`src/rtl/mem_stage_pkg.sv`:
```
// Shared definitions for the memory stage: ISA opcodes, access-size codes,
// FSM state encoding, NOP instruction and opcode classification helpers.
package mem_stage_pkg;

  localparam logic [5:0] OP_ALU  = 6'h00;
  localparam logic [5:0] OP_J    = 6'h02;
  localparam logic [5:0] OP_JAL  = 6'h03;
  localparam logic [5:0] OP_BEQZ = 6'h04;
  localparam logic [5:0] OP_ADDI = 6'h08;
  localparam logic [5:0] OP_JR   = 6'h12;
  localparam logic [5:0] OP_JALR = 6'h13;
  localparam logic [5:0] OP_NOP  = 6'h15;
  localparam logic [5:0] OP_LH   = 6'h21;
  localparam logic [5:0] OP_LW   = 6'h23;
  localparam logic [5:0] OP_SH   = 6'h29;
  localparam logic [5:0] OP_SW   = 6'h2B;
  localparam logic [5:0] OP_LD   = 6'h37;
  localparam logic [5:0] OP_HALT = 6'h3E;
  localparam logic [5:0] OP_SD   = 6'h3F;

  localparam logic [31:0] NOP_INSTR = {OP_NOP, 26'h0};

  localparam logic [1:0] SIZE_WORD = 2'b00;
  localparam logic [1:0] SIZE_HALF = 2'b01;

  typedef enum logic [1:0] {
    ST_IDLE  = 2'd0,
    ST_BEAT0 = 2'd1,
    ST_BEAT1 = 2'd2,
    ST_DONE  = 2'd3
  } state_t;

  function automatic logic is_mem_op(input logic [5:0] op);
    return op inside {OP_LW, OP_LH, OP_LD, OP_SW, OP_SH, OP_SD};
  endfunction

  function automatic logic is_store_op(input logic [5:0] op);
    return op inside {OP_SW, OP_SH, OP_SD};
  endfunction

  function automatic logic is_half_op(input logic [5:0] op);
    return op inside {OP_LH, OP_SH};
  endfunction

  function automatic logic is_dbl_op(input logic [5:0] op);
    return op inside {OP_LD, OP_SD};
  endfunction

endpackage

```
`src/rtl/mem_stage_ldfmt.sv`:
```
// mem_ldfmt: combinational load sign-extension and store-data formatting
// for word and halfword accesses.
module mem_ldfmt #(
  parameter int WIDTH = 32
) (
  input  logic             i_half,
  input  logic [WIDTH-1:0] i_rdata,
  input  logic [WIDTH-1:0] i_sd,
  output logic [WIDTH-1:0] o_load,
  output logic [WIDTH-1:0] o_wdata
);

  assign o_load  = i_half ? {{(WIDTH-16){i_rdata[15]}}, i_rdata[15:0]} : i_rdata;
  assign o_wdata = i_half ? {{(WIDTH-16){1'b0}}, i_sd[15:0]} : i_sd;

endmodule

```
`src/rtl/mem_stage.sv`:
```
// Pipeline memory stage: passes ALU results through and runs one- or two-beat
// load/store transactions. Optional alignment trap: MEM_ALIGN_CHECK_EN.
`ifndef WIDTH
`define WIDTH 32
`endif

module mem_stage
  import mem_stage_pkg::*;
#(
  parameter int WIDTH = `WIDTH
) (
  input  logic             clk,
  input  logic             rst,
  input  logic [WIDTH-1:0] IR_in,
  input  logic [WIDTH-3:0] PC_in,
  input  logic [WIDTH-1:0] Z_in,
  input  logic [WIDTH-1:0] SD_lo,
  input  logic [WIDTH-1:0] SD_hi,
  output logic [WIDTH-1:0] IR_out,
  output logic [WIDTH-3:0] PC_out,
  output logic [WIDTH-1:0] Z_out,
  output logic [WIDTH-1:0] LMD,
  output logic [WIDTH-1:0] LMD_hi,
  output logic             IsStall,
  output logic             mem_req,
  output logic             mem_we,
  output logic [WIDTH-1:0] mem_addr,
  output logic [WIDTH-1:0] mem_wdata,
  output logic [1:0]       mem_size,
  input  logic             mem_ack,
  input  logic [WIDTH-1:0] mem_rdata,
  output logic             MemFault,
  output logic [1:0]       o_dbg_state
);

  state_t           r_state;
  state_t           w_next;
  logic [WIDTH-1:0] r_ir, r_z, r_sd_lo, r_sd_hi, r_addr;
  logic [WIDTH-3:0] r_pc;
  logic             r_store, r_half, r_dbl;

  logic [5:0]       w_op;
  logic             w_accept, w_mem_op, w_misalign, w_issue, w_busy, w_last;
  logic [WIDTH-1:0] w_addr_in, w_load, w_wdata, w_sd;

  assign w_op      = IR_in[31:26];
  assign w_accept  = (r_state == ST_IDLE) || (r_state == ST_DONE);
  assign w_mem_op  = is_mem_op(w_op);
  assign w_addr_in = is_half_op(w_op) ? {Z_in[WIDTH-1:1], 1'b0}
                                      : {Z_in[WIDTH-1:2], 2'b00};

`ifdef MEM_ALIGN_CHECK_EN
  logic r_fault;
  assign w_misalign = is_half_op(w_op) ? Z_in[0] : (Z_in[1:0] != 2'b00);

  always_ff @(posedge clk) begin
    if (rst) r_fault <= 1'b0;
    else     r_fault <= w_accept && w_mem_op && w_misalign;
  end
  assign MemFault = r_fault;
`else
  assign w_misalign = 1'b0;
  assign MemFault   = 1'b0;
`endif

  assign w_issue = w_accept && w_mem_op && !w_misalign;
  assign w_busy  = (r_state == ST_BEAT0) || (r_state == ST_BEAT1);
  assign w_last  = (r_state == ST_BEAT1) || ((r_state == ST_BEAT0) && !r_dbl);
  assign w_sd    = (r_state == ST_BEAT1) ? r_sd_hi : r_sd_lo;

  mem_ldfmt #(.WIDTH(WIDTH)) u_ldfmt (
    .i_half  (r_half),
    .i_rdata (mem_rdata),
    .i_sd    (w_sd),
    .o_load  (w_load),
    .o_wdata (w_wdata)
  );

  always_ff @(posedge clk) begin
    if (rst) r_state <= ST_IDLE;
    else     r_state <= w_next;
  end

  always_comb begin
    w_next = r_state;
    case (r_state)
      ST_IDLE, ST_DONE: w_next = w_issue ? ST_BEAT0 : ST_IDLE;
      ST_BEAT0:         if (mem_ack) w_next = r_dbl ? ST_BEAT1 : ST_DONE;
      ST_BEAT1:         if (mem_ack) w_next = ST_DONE;
      default:          w_next = ST_IDLE;
    endcase
  end

  // Handshake: upstream advances after any edge where IsStall was low. Stall
  // drops in the final ack cycle so the next instruction lands in DONE.
  always_comb begin
    mem_req     = w_busy;
    mem_we      = w_busy && r_store;
    mem_size    = (w_busy && r_half) ? SIZE_HALF : SIZE_WORD;
    mem_addr    = (r_state == ST_BEAT1) ? r_addr + WIDTH'(4) : r_addr;
    mem_wdata   = w_wdata;
    IsStall     = w_issue || (w_busy && !(mem_ack && w_last));
    o_dbg_state = r_state;
  end

  always_ff @(posedge clk) begin
    if (rst) begin
      IR_out  <= WIDTH'(NOP_INSTR);
      PC_out  <= '0;
      Z_out   <= '0;
      LMD     <= '0;
      LMD_hi  <= '0;
      r_ir    <= '0;
      r_pc    <= '0;
      r_z     <= '0;
      r_sd_lo <= '0;
      r_sd_hi <= '0;
      r_addr  <= '0;
      r_store <= 1'b0;
      r_half  <= 1'b0;
      r_dbl   <= 1'b0;
    end else begin
      case (r_state)
        ST_IDLE, ST_DONE: begin
          if (w_issue) begin
            r_ir    <= IR_in;
            r_pc    <= PC_in;
            r_z     <= Z_in;
            r_sd_lo <= SD_lo;
            r_sd_hi <= SD_hi;
            r_addr  <= w_addr_in;
            r_store <= is_store_op(w_op);
            r_half  <= is_half_op(w_op);
            r_dbl   <= is_dbl_op(w_op);
            IR_out  <= WIDTH'(NOP_INSTR);
          end else if (w_mem_op) begin
            IR_out  <= WIDTH'(NOP_INSTR);
          end else begin
            IR_out  <= IR_in;
            PC_out  <= PC_in;
            Z_out   <= Z_in;
          end
        end
        ST_BEAT0: begin
          if (mem_ack) begin
            if (!r_store) LMD <= w_load;
            if (!r_dbl) begin
              IR_out <= r_ir;
              PC_out <= r_pc;
              Z_out  <= r_z;
            end
          end
        end
        ST_BEAT1: begin
          if (mem_ack) begin
            if (!r_store) LMD_hi <= mem_rdata;
            IR_out <= r_ir;
            PC_out <= r_pc;
            Z_out  <= r_z;
          end
        end
        default: ;
      endcase
    end
  end

endmodule

```
`config.mk`:
```
export PLATFORM = sky130hd
export DESIGN_NAME = mem_stage
export DESIGN_NICKNAME = d
export VERILOG_FILES = /design/src/rtl/mem_stage_pkg.sv /design/src/rtl/mem_stage_ldfmt.sv /design/src/rtl/mem_stage.sv
export SDC_FILE = /design/constraint.sdc
export NUM_CORES = 1
export LEC_CHECK = 0
export ABC_AREA = 1
export CAP_MARGIN = 0
export CORE_MARGIN = 2
export CORE_UTILIZATION = 43
export CTS_CLUSTER_SIZE = 30
export DETAILED_ROUTE_END_ITERATION = 7
export PLACE_DENSITY = 0.77
export SLEW_MARGIN = 20
export SYNTH_ARGS = -nofsm -noshare
export SYNTH_HDL_FRONTEND = slang
export SYNTH_SLANG_ARGS = --single-unit
```
`constraint.sdc`:
```
create_clock -name clk -period 1.8 [get_ports clk]
set_input_delay 0.36 -clock clk [delete_from_list [all_inputs] [get_ports clk]]
set_output_delay 0.36 -clock clk [all_outputs]
set_load 0.03 [all_outputs]
```
==> impl_summary.txt <==
----------------------------------------------------
[Power]
  Switching Fraction ... 37.99%
  Share of power burned in combinational logic ... 43.0%
  Max VDD drop ... 0.0008899 V
  Clock network fraction of total power ... 26.7%
  Static leakage ... 10.15 nW
  Power density cells ... 1311 nW/µm²
  Share of power burned in registers ... 30.3%
  Sum of internal, switching and leakage power ... 30.42 mW
  Int Power ... 18.86 mW
  Net Sw Power ... 11.56 mW

[Clocking]
  TritonCTS clock tree ... yes
  Clock tree buffer depth ... 3
  Clock transition at the register clock pins on the worst setup and hold paths after CTS ... 60 ps
  Source-to-sink clock delay at the later pin of the worst-skew pair ... 520 ps
  Number of buffers inserted by hold repair at cts ... 0
  Clock buffer count from CTS ... 37
  Clock Root Buffer ... sky130_fd_sc_hd__clkbuf_16
  Number of clock sinks ... 322
  CTS H-tree depth ... 2

[Cells and area]
  Most common library cell in the layout ignoring fill and taps ... sky130_fd_sc_hd__nand2_1
  Share of cells above drive strength 1 ... 20.75%
  Summed area of non-filler cells in the final layout ... 23200 µm²
  Area taken by multi-input logic gates ... 7323 µm²
  Final instance count without filler cells ... 3049
  Top library cells by usage in the layout, fill and taps aside ... sky130_fd_sc_hd__nand2_1, sky130_fd_sc_hd__dfxtp_1, sky130_fd_sc_hd__a21oi_1
  Layout fillers ... 2378
  Final Net Count ... 2772
  Post-synthesis to final-layout area growth ... 65.57%
  Utilization after layout ... 71.85%
  Sequential cell area ... 6466 µm²

[Worst setup path]
  Kind of cell with the highest combined delay on the critical path ... simple AND/OR/NAND/NOR gates
  Buffers and inverters on the worst path ... 4
  Setup Crit Path Kind ... reg2out
  CP Launch Type ... register
  Cell-by-cell trace of the critical path ... inv_4 -> ha_4 -> nand2_4 -> nor2_4 -> buf_4 -> nand3_4 -> nor2_4 -> buf_6 -> xor2_2 -> buf_6
  Category of the worst setup path capture point ... output pin
  Crit path required time ... 1440 ps
  Arrival time of the worst setup path ... 2160 ps
  Crit Path Max Fanout ... 6
  Highest-delay cell along the critical path ... sky130_fd_sc_hd__dfxtp_4
  Largest stage delay on the critical path ... 350 ps

[Global route]
  Via count of the first global-routing pass ... 15.58k
  GRT Resource Usage Total ... 31.64%
  Number of antenna violations at the first check in global routing ... 4
  Maximum number of pins on one net before global-route repair ... 162
  Global-route wire length before repair ... 84950 µm
  Remaining global-route overflow ... 0

[Route]
  DRT Pass-1 Iters ... 8
  DRT Wirelength ... 58270 µm
  Detail Route Antenna Nets ... 0
  Met3 Routed Length ... 5498 µm
  Vias after detailed routing ... 16.46k
  Met1 routed wirelength after detailed routing ... 22190 µm
  Final routed wire length divided by cell count ... 19.11 µm
  Number of DRC violations after detailed-routing iteration 0 ... 1474
  Vias per cell ... 5.399
  Drc violations ... 0
  Met2 Routed Length ... 27430 µm
  Highest signal layer in the routed design ... met4

[Logic synthesis]
  Number of warning messages in the yosys log ... 0
  Register area share after synthesis ... 46.01%
  Post-Syn Area ... 14010 µm²
  Cells after synthesis ... 2050
  Count of cell types in the netlist ... 28
  Number of flip-flops and latches in the synthesized netlist ... 322
  Synthesized area per cell ... 6.835 µm²

[Floorplanning]
  I/O pin count ... 423
  Vertical die dimension ... 184.5 µm
  Die outline area ... 34040 µm²
  Num rows ... 66
  Initial standard-cell utilization of the core ... 43.39%
  Core ar. ... 32290 µm²
  Die Span X ... 184.5 µm

[STA]
  Hold Fails Final Rpt ... 0
  Fin Setup TNS ... -60010 ps
  Pin slew with the least headroom to its limit ... 851.5 ps
  PnR worst setup slack ... -723.6 ps
  Max-slew headroom ... 43.23%
  Unrepaired setup endpoints after global routing ... true
  Period Utilization, post-route ... 140.2%
  Slew Limit Fails ... 0
  Highest clock frequency the design can meet ... 396.3 MHz
  Final hold slack ... 432.6 ps
  Min Clock Period, post-route ... 2524 ps
  Clock skew ... 9.988 ps
  Final setup vio count ... 310

[Placement]
  Detailed-placement wirelength estimate ... 32220 µm
  IO Port Bufs ... 419
  Placer Congestion ... 0.8822
  Pre-CTS setup slack ... -483.0 ps
  Placed cell areas ... 19470 µm²
  Number of placed instances, taps included ... 2887

[Job]
  Maximum Capacitance Violations ... 0

[Min path]
  Min-Delay Path Class ... in2reg

[Outcome]
  Run status ... complete, but fails checks
  Violations in the final reports ... setup timing

----------------------------------------------------
==> final timing paths <==
kind / to / startpoint / slack (ps) / cells after the start
max: mem_addr[13] / o_dbg_state[0] / -720 / 10
min: r_pc[24] / PC_in[24] / 430 / 3
max reg2reg: o_dbg_state[0] / o_dbg_state[0] / -470 / 15
min reg2reg: LMD[25] / LMD[25] / 440 / 2
==> area by class of cell <==
| type | count | share of cell area (%) |
|---|---|---|
| flip-flops and latches | 322 | 27.87 |
| diodes | 4 | 0.04315 |
| inverters | 120 | 2.136 |
| repair buffers | 632 | 30.31 |
| multi-input cells | 1463 | 31.57 |
| well taps | 442 | 2.384 |
| clock inverters | 14 | 0.9169 |
| clock buffers | 52 | 4.768 |
==> state kept, by name, indices dropped and copies added (netlist names), 2 cells and up <==
name,flops
PC_out,30
LMD_hi,32
r_sd_lo,32
r_pc,30
r_addr,2
r_sd_hi,32
Z_out,32
r_z,31
LMD,32
IR_out,32
r_ir,32
o_dbg_state,2
==> power groups by stage <==
stage / clock (mW) / sequential (mW) / combinational (mW)
after floorplan: 0 / 11.1 / 4.45
after detailed placement: 0 / 9.29 / 10.9
after CTS: 8.18 / 9.16 / 12.5
final: 8.12 / 9.23 / 13.1
after global routing: 8.51 / 9.34 / 13.8
after global placement: 0 / 9.27 / 10.7
==> logic make-up after synthesis <==
family                     after synthesis  synth area share [%]
and+or+nand+nor                        996                 28.01
AOI/OAI and AO/OA                      444                 16.09
DFF                                    322                 46.01
buffers and inverters                  268                 8.591
xor gates and xnor gates                16                 1.000
adders and majority gates                3                0.2679
other                                    1               0.02676
==> cell usage after synthesis (all sizes together) <==
master | instances | area [µm²]
o21a | 1 | 7.510
nor2 | 258 | 983.4
a21oi | 237 | 1212
nand4 | 5 | 31.28
a31oi | 1 | 6.260
nand2 | 618 | 2335
inv | 120 | 452.9
nand3 | 112 | 560.5
nor3 | 3 | 15.01
buf | 76 | 480.5
xor2 | 16 | 140.1
ha | 3 | 37.54
a21o | 1 | 7.510
clkbuf | 72 | 270.3
conb | 1 | 3.750
o21ai | 204 | 1021
dfxtp | 322 | 6446
==> layer usage <==
metal | global-route usage [%] | vias to the layer above
met4 | 16.54 | 0
li1 | - | 7610
met1 | 38.58 | 7676
met5 | 0 | -
met2 | 52.35 | 934
met3 | 6.876 | 241
==> worst register-to-register path, cell delays in order (launching register included) <==
cell	delay [ps]
sky130_fd_sc_hd__dfxtp_4	350
sky130_fd_sc_hd__inv_4	50
sky130_fd_sc_hd__ha_4	160
sky130_fd_sc_hd__buf_4	250
sky130_fd_sc_hd__inv_12	70
sky130_fd_sc_hd__o21ai_1	90
sky130_fd_sc_hd__nand2_2	80
sky130_fd_sc_hd__buf_4	140
sky130_fd_sc_hd__buf_4	120
sky130_fd_sc_hd__buf_4	120
sky130_fd_sc_hd__buf_4	120
sky130_fd_sc_hd__buf_4	120
sky130_fd_sc_hd__buf_4	120
sky130_fd_sc_hd__buf_4	120
sky130_fd_sc_hd__buf_4	120
sky130_fd_sc_hd__a31oi_1	150
==> what timing repair did <==
action | in CTS | in global routing
resized for setup | 393 | 137
gates cloned | 28 | 9
pin swaps | 44 | 27
setup buffers | 44 | 15
endpoints found under the setup margin | 289 | 324
No activity file was read; power rests on OpenSTA's default activity.
==> edit 1, RTL diff (same flow settings) <==
Change the macro `WIDTH` from 32 to 40.
--- a/src/rtl/mem_stage.sv
+++ b/src/rtl/mem_stage.sv
@@ -1,7 +1,7 @@
 // Pipeline memory stage: passes ALU results through and runs one- or two-beat
 // load/store transactions. Optional alignment trap: MEM_ALIGN_CHECK_EN.
 `ifndef WIDTH
-`define WIDTH 32
+`define WIDTH 40
 `endif
 
 module mem_stage
Ports: changed (13 resized); port bits go from 423 to 527. The function was not compared with the original's and may differ.
==> edit 1 against the original RTL <==
The run still ends with negative setup slack left. Sequential cell count is 80 higher. Power increased by 31%. Area after synthesis increased by 24%. Worst setup slack worse by 0.12 ns. Design area grew 25%. Core utilization is 0.86 points higher. Critical path type unchanged. Highest routed layer is now met5. Critical path depth rose by 1. Worst hold slack got worse by 0.17 ns. Via count rose by 19%. Die area rose by 24%. Wire length rose by 28%.
==> edit 1: results <==
{
  "layout_setup_ws_ns": -0.844,
  "p_sw_share_pct": 40.5,
  "vias_per_cell": 5.34,
  "drive_gt1_share_pct": 24.4,
  "hold_depth": 4,
  "synth_seq_area_share_pct": 46.3,
  "clkLatencyLatePin_ns": 0.57,
  "crit_fanout": 5,
  "synthMuxAreaShare_pct": 3.69,
  "grt_pass1_vias": 18250,
  "wl_per_cell_um": 20.3,
  "ff2ff_path_depth": 13,
  "routed_wl_um": 74600,
  "gp_congestion": 0.918,
  "critical_path_arrival_ns": 2.28,
  "fin_area_mm2": 0.0290,
  "violations": "negative setup slack",
  "synth_xor_area_share_pct": 1.36,
  "final_nets": 3366,
  "synth_cell_types": 32,
  "synthAdderAreaFrac_pct": 0.216,
  "grt_pass1_wl_um": 98300,
  "nFillCells": 2854,
  "synth_compound_area_share_pct": 15.7,
  "synth.area.top_cells": "dfxtp_1, nand2_1, a21oi_1",
  "port_buffers": 523,
  "grt.total_usage_pct": 29.6,
  "max_slew_margin_pct": 51.6,
  "fin_skew_ns": 0.0117,
  "yosys-top-cells-count": "nand2_1, dfxtp_1, nor2_1, a21oi_1, o21ai_0",
  "status": "finished, violations left",
  "setup_viol": 403,
  "leakage_nw": 13.2,
  "placed_area_mm2": 0.0243,
  "tns_ns": -109.58,
  "post-place-cells": 3503,
  "cts-buffers-inserted": 44,
  "drtIter0Drc": 1532
}
edit 1: cell types whose count changed in the layout (fill, tap and decap cells not counted), moves of 27 or more:
cell and delta:
dfxtp_1 +85, nand2_1 -58, inv_1 +105, dlygate4sd2_1 +39
buf_4 +44, a21oi_2 +65, a21oi_1 -27, nor2_1 +90
o21ai_0 +53, nand2_2 +49, clkdlybuf4s50_1 +48, nand3_1 -93
mux2i_1 +63, nand2_4 +61
edit 1: worst min-delay path, cell delays in order:
cell     delay [ns]
buf_4          0.12
inv_6          0.14
nand2_2        0.12
a21oi_2        0.03
edit 1: cell families after synthesis:
family	Yosys count
simple gates	1049
flops	402
fa+ha+maj	3
other cells	1
buf+inv	397
xor+xnor	27
compound gates	535
mux	64
edit 1: worst paths after layout:
kind | from | endpoint | slack, ns
worst min-delay path | rst | PC_out[37]$_SDFFE_PP0P_ | 0.26
worst max register to register | o_dbg_state[0]$_SDFFE_PP0P_ | r_pc[20]$_SDFFE_PP0P_ | -0.32
worst max-delay path | o_dbg_state[0]$_SDFFE_PP0P_ | mem_addr[20] | -0.84
worst min register to register | LMD_hi[27]$_SDFFE_PP0P_ | LMD_hi[27]$_SDFFE_PP0P_ | 0.44
edit 1: power by group through the flow:
stage | combinational, mW | clock, mW | sequential (mW)
after floorplan | 6.62 | 0 | 13.7
after global routing | 20.1 | 9.57 | 11.6
after detailed placement | 15.3 | 0 | 11.6
final | 19.1 | 9.13 | 11.5
after CTS | 16.6 | 9.19 | 11.4
after global placement | 15.1 | 0 | 11.5
edit 1: area by class of cell:
| type | count | area share (%) |
|---|---|---|
| Multi-Input combinational cell | 1681 | 32.8 |
| Inverter | 228 | 3.16 |
| Timing Repair Buffer | 765 | 28.9 |
| Sequential cell | 402 | 27.8 |
| Tap cell | 525 | 2.27 |
| Clock buffer | 65 | 4.56 |
| Antenna cell | 3 | 0.0259 |
| Clock inverter | 13 | 0.411 |
edit 1: routing by layer:
| layer | up-vias | GRT usage [%] | routed length, µm |
|---|---|---|---|
| met5 | - | 0 | 46 |
| met4 | 6 | 16.3 | 4850 |
| met3 | 319 | 6.03 | 6760 |
| met2 | 1054 | 49.8 | 35100 |
| met1 | 9168 | 35.5 | 27900 |
| li1 | 9099 | - | - |
edit 1: stage by stage:
| step | power, mW | hold WS [ns] |
|---|---|---|
| detailed placement | 26.9 | 0.433 |
| floorplan | 20.4 | 0.429 |
| global route | 41.3 | 0.268 |
| CTS | 37.2 | 0.231 |
| finish | 39.7 | 0.261 |
| global placement | 26.6 | 0.429 |
edit 1: repair_timing:
action                     CTS  global route
gates resized for setup    347           406
cloned                      13            33
setup buffers               31            32
setup endpoints to repair  430           411
pin swaps                   27            32
==> edit 2, RTL diff (same flow settings) <==
Made on the original files. Put a register stage on the output `o_dbg_state`. The value now appears one clock later. The other outputs are not delayed to match.
--- a/src/rtl/mem_stage.sv
+++ b/src/rtl/mem_stage.sv
@@ -32,6 +32,8 @@
   output logic             MemFault,
   output logic [1:0]       o_dbg_state
 );
+
+  logic [1:0] o_dbg_state_d;
 
   state_t           r_state;
   state_t           w_next;
@@ -100,7 +102,7 @@
     mem_addr    = (r_state == ST_BEAT1) ? r_addr + WIDTH'(4) : r_addr;
     mem_wdata   = w_wdata;
     IsStall     = w_issue || (w_busy && !(mem_ack && w_last));
-    o_dbg_state = r_state;
+    o_dbg_state_d = r_state;
   end
 
   always_ff @(posedge clk) begin
@@ -164,5 +166,9 @@
     end
   end
 
+  always_ff @(posedge clk) begin
+    o_dbg_state <= o_dbg_state_d;
+  end
+
 endmodule
 
Behaviour: not the same (a bounded check fails within 4 cycles, from zero or initial values and one cycle with rst high).
==> edit 2 against the original RTL <==
Sequential cell count grew 2. The flow still finishes with violations (negative setup slack). Critical endpoint is now mem_addr[10]. Core utilization shrank 0.13 points. Worst setup slack lost 0.095 ns. Critical path type unchanged. Power grew 5.2%. Count of clock-buffer cells in the layout grew 1. Wire length shrank 1.7%. Design area shrank 0.18%. Area after synthesis is essentially flat. Register-to-register slack lost 0.04 ns. Sequential share of layout area grew 0.20 points. Clock skew grew 0.011 ns.
==> edit 2: results <==
{
  "avgSynthCellArea_um2": 6.84,
  "layout_setup_ws_ns": -0.818,
  "setup_viol": 193,
  "min_from": "rst",
  "gp_congestion": 0.883,
  "post-place-cells": 2879,
  "combPwrFrac_pct": 47.2,
  "reg2reg_from": "o_dbg_state_d[0]$_SDFFE_PP0P_",
  "drtIter0Drc": 1251,
  "violations": "negative setup slack",
  "synth.area.top_cells": "dfxtp_1, nand2_1, a21oi_1",
  "max_stage_delay_ns": 0.32,
  "nFillCells": 2388,
  "dr.pass1.iters": 7,
  "cts-htree-levels": 2,
  "grt_max_degree": 160,
  "grt_pass1_vias": 14325,
  "synthFlopType": "dfxtp_1",
  "routed-via-count": 16137,
  "cts_resized": 167,
  "dp_slack_ns": -0.361,
  "sequentialPower_mw": 9.09,
  "worst_pin_slew_ns": 1.00,
  "p_sw_share_pct": 38.8,
  "wl_per_cell_um": 18.9,
  "cts_setup_buffers": 19,
  "final_nets": 2750,
  "antenna_found_initial": 9,
  "fin_skew_ns": 0.0215,
  "path_delay_family": "buffers and inverters",
  "grt.total_usage_pct": 28.2,
  "hpwl_um": 32300,
  "tns_ns": -85.07,
  "vias_per_cell": 5.33,
  "switchingPower_mw": 12.4,
  "status": "finished, violations left",
  "grt_pass1_wl_um": 76300,
  "synth_seq_area_share_pct": 46.3,
  "placed_area_mm2": 0.0193,
  "yosys-top-cells-count": "nand2_1, dfxtp_1, nor2_1, a21oi_1, o21ai_0",
  "drive_gt1_share_pct": 19.8,
  "cts-buffers-inserted": 36,
  "critical_path_arrival_ns": 2.26,
  "overflow": 0,
  "leakage_nw": 11.4,
  "crit_fanout": 5,
  "peakVddDrop_uv": 1020,
  "critPathSlowestCell": "dfxtp_2"
}
## edit 2: cell types whose count changed in the layout (fill, tap and decap cells not counted), moves of 12 or more
cell | unedited run | this run
dlymetal6s2s_1 | 0 | 124
nand3_1 | 103 | 84
nor2_4 | 44 | 16
a21oi_1 | 227 | 195
dlygate4sd2_1 | 159 | 36
nand3_2 | 6 | 20
a21oi_2 | 8 | 35
nor2_1 | 171 | 223
nor2_2 | 43 | 25
o21ai_1 | 33 | 21
## edit 2: path summary, 6_finish.rpt
| check | end | slack (ns) | cells past startpoint |
|---|---|---|---|
| min | r_sd_lo[11]$_SDFFE_PP0P_ | 0.41 | 4 |
| max | mem_addr[10] | -0.82 | 10 |
| min reg2reg | LMD[15]$_SDFFE_PP0P_ | 0.44 | 2 |
| max reg2reg | Z_out[11]$_SDFFE_PP0P_ | -0.51 | 14 |
## edit 2: cell families after synthesis
group | Yosys count | share of synthesized area (%)
AO/OA/AOI/OAI | 441 | 15.9
flip-flops | 324 | 46.3
other | 1 | 0.0268
AND/OR/NAND/NOR | 997 | 28.0
adder cells (fa/ha/maj) | 3 | 0.268
buffers and inverters | 265 | 8.40
XOR/XNOR | 17 | 1.06
## edit 2: metal layers
metal,track usage (%),up-vias,part of all wire [%]
li1,-,7557,-
met1,34.0,7553,38
met3,7.75,207,9.8
met5,0,-,0.047
met2,46.9,816,47
met4,12.8,4,4.8
## edit 2: final cells by class
type	count	area [µm²]	area share, %
timing repair buffer	611	7100	30.6
clock buffer	53	1070	4.61
tap	442	553	2.39
multi-input combinational	1462	7250	31.3
sequential	324	6500	28.1
antenna	7	17.5	0.0756
inverter	118	480	2.07
clock inverter	8	179	0.773
timing repair inverter	1	16.3	0.0702
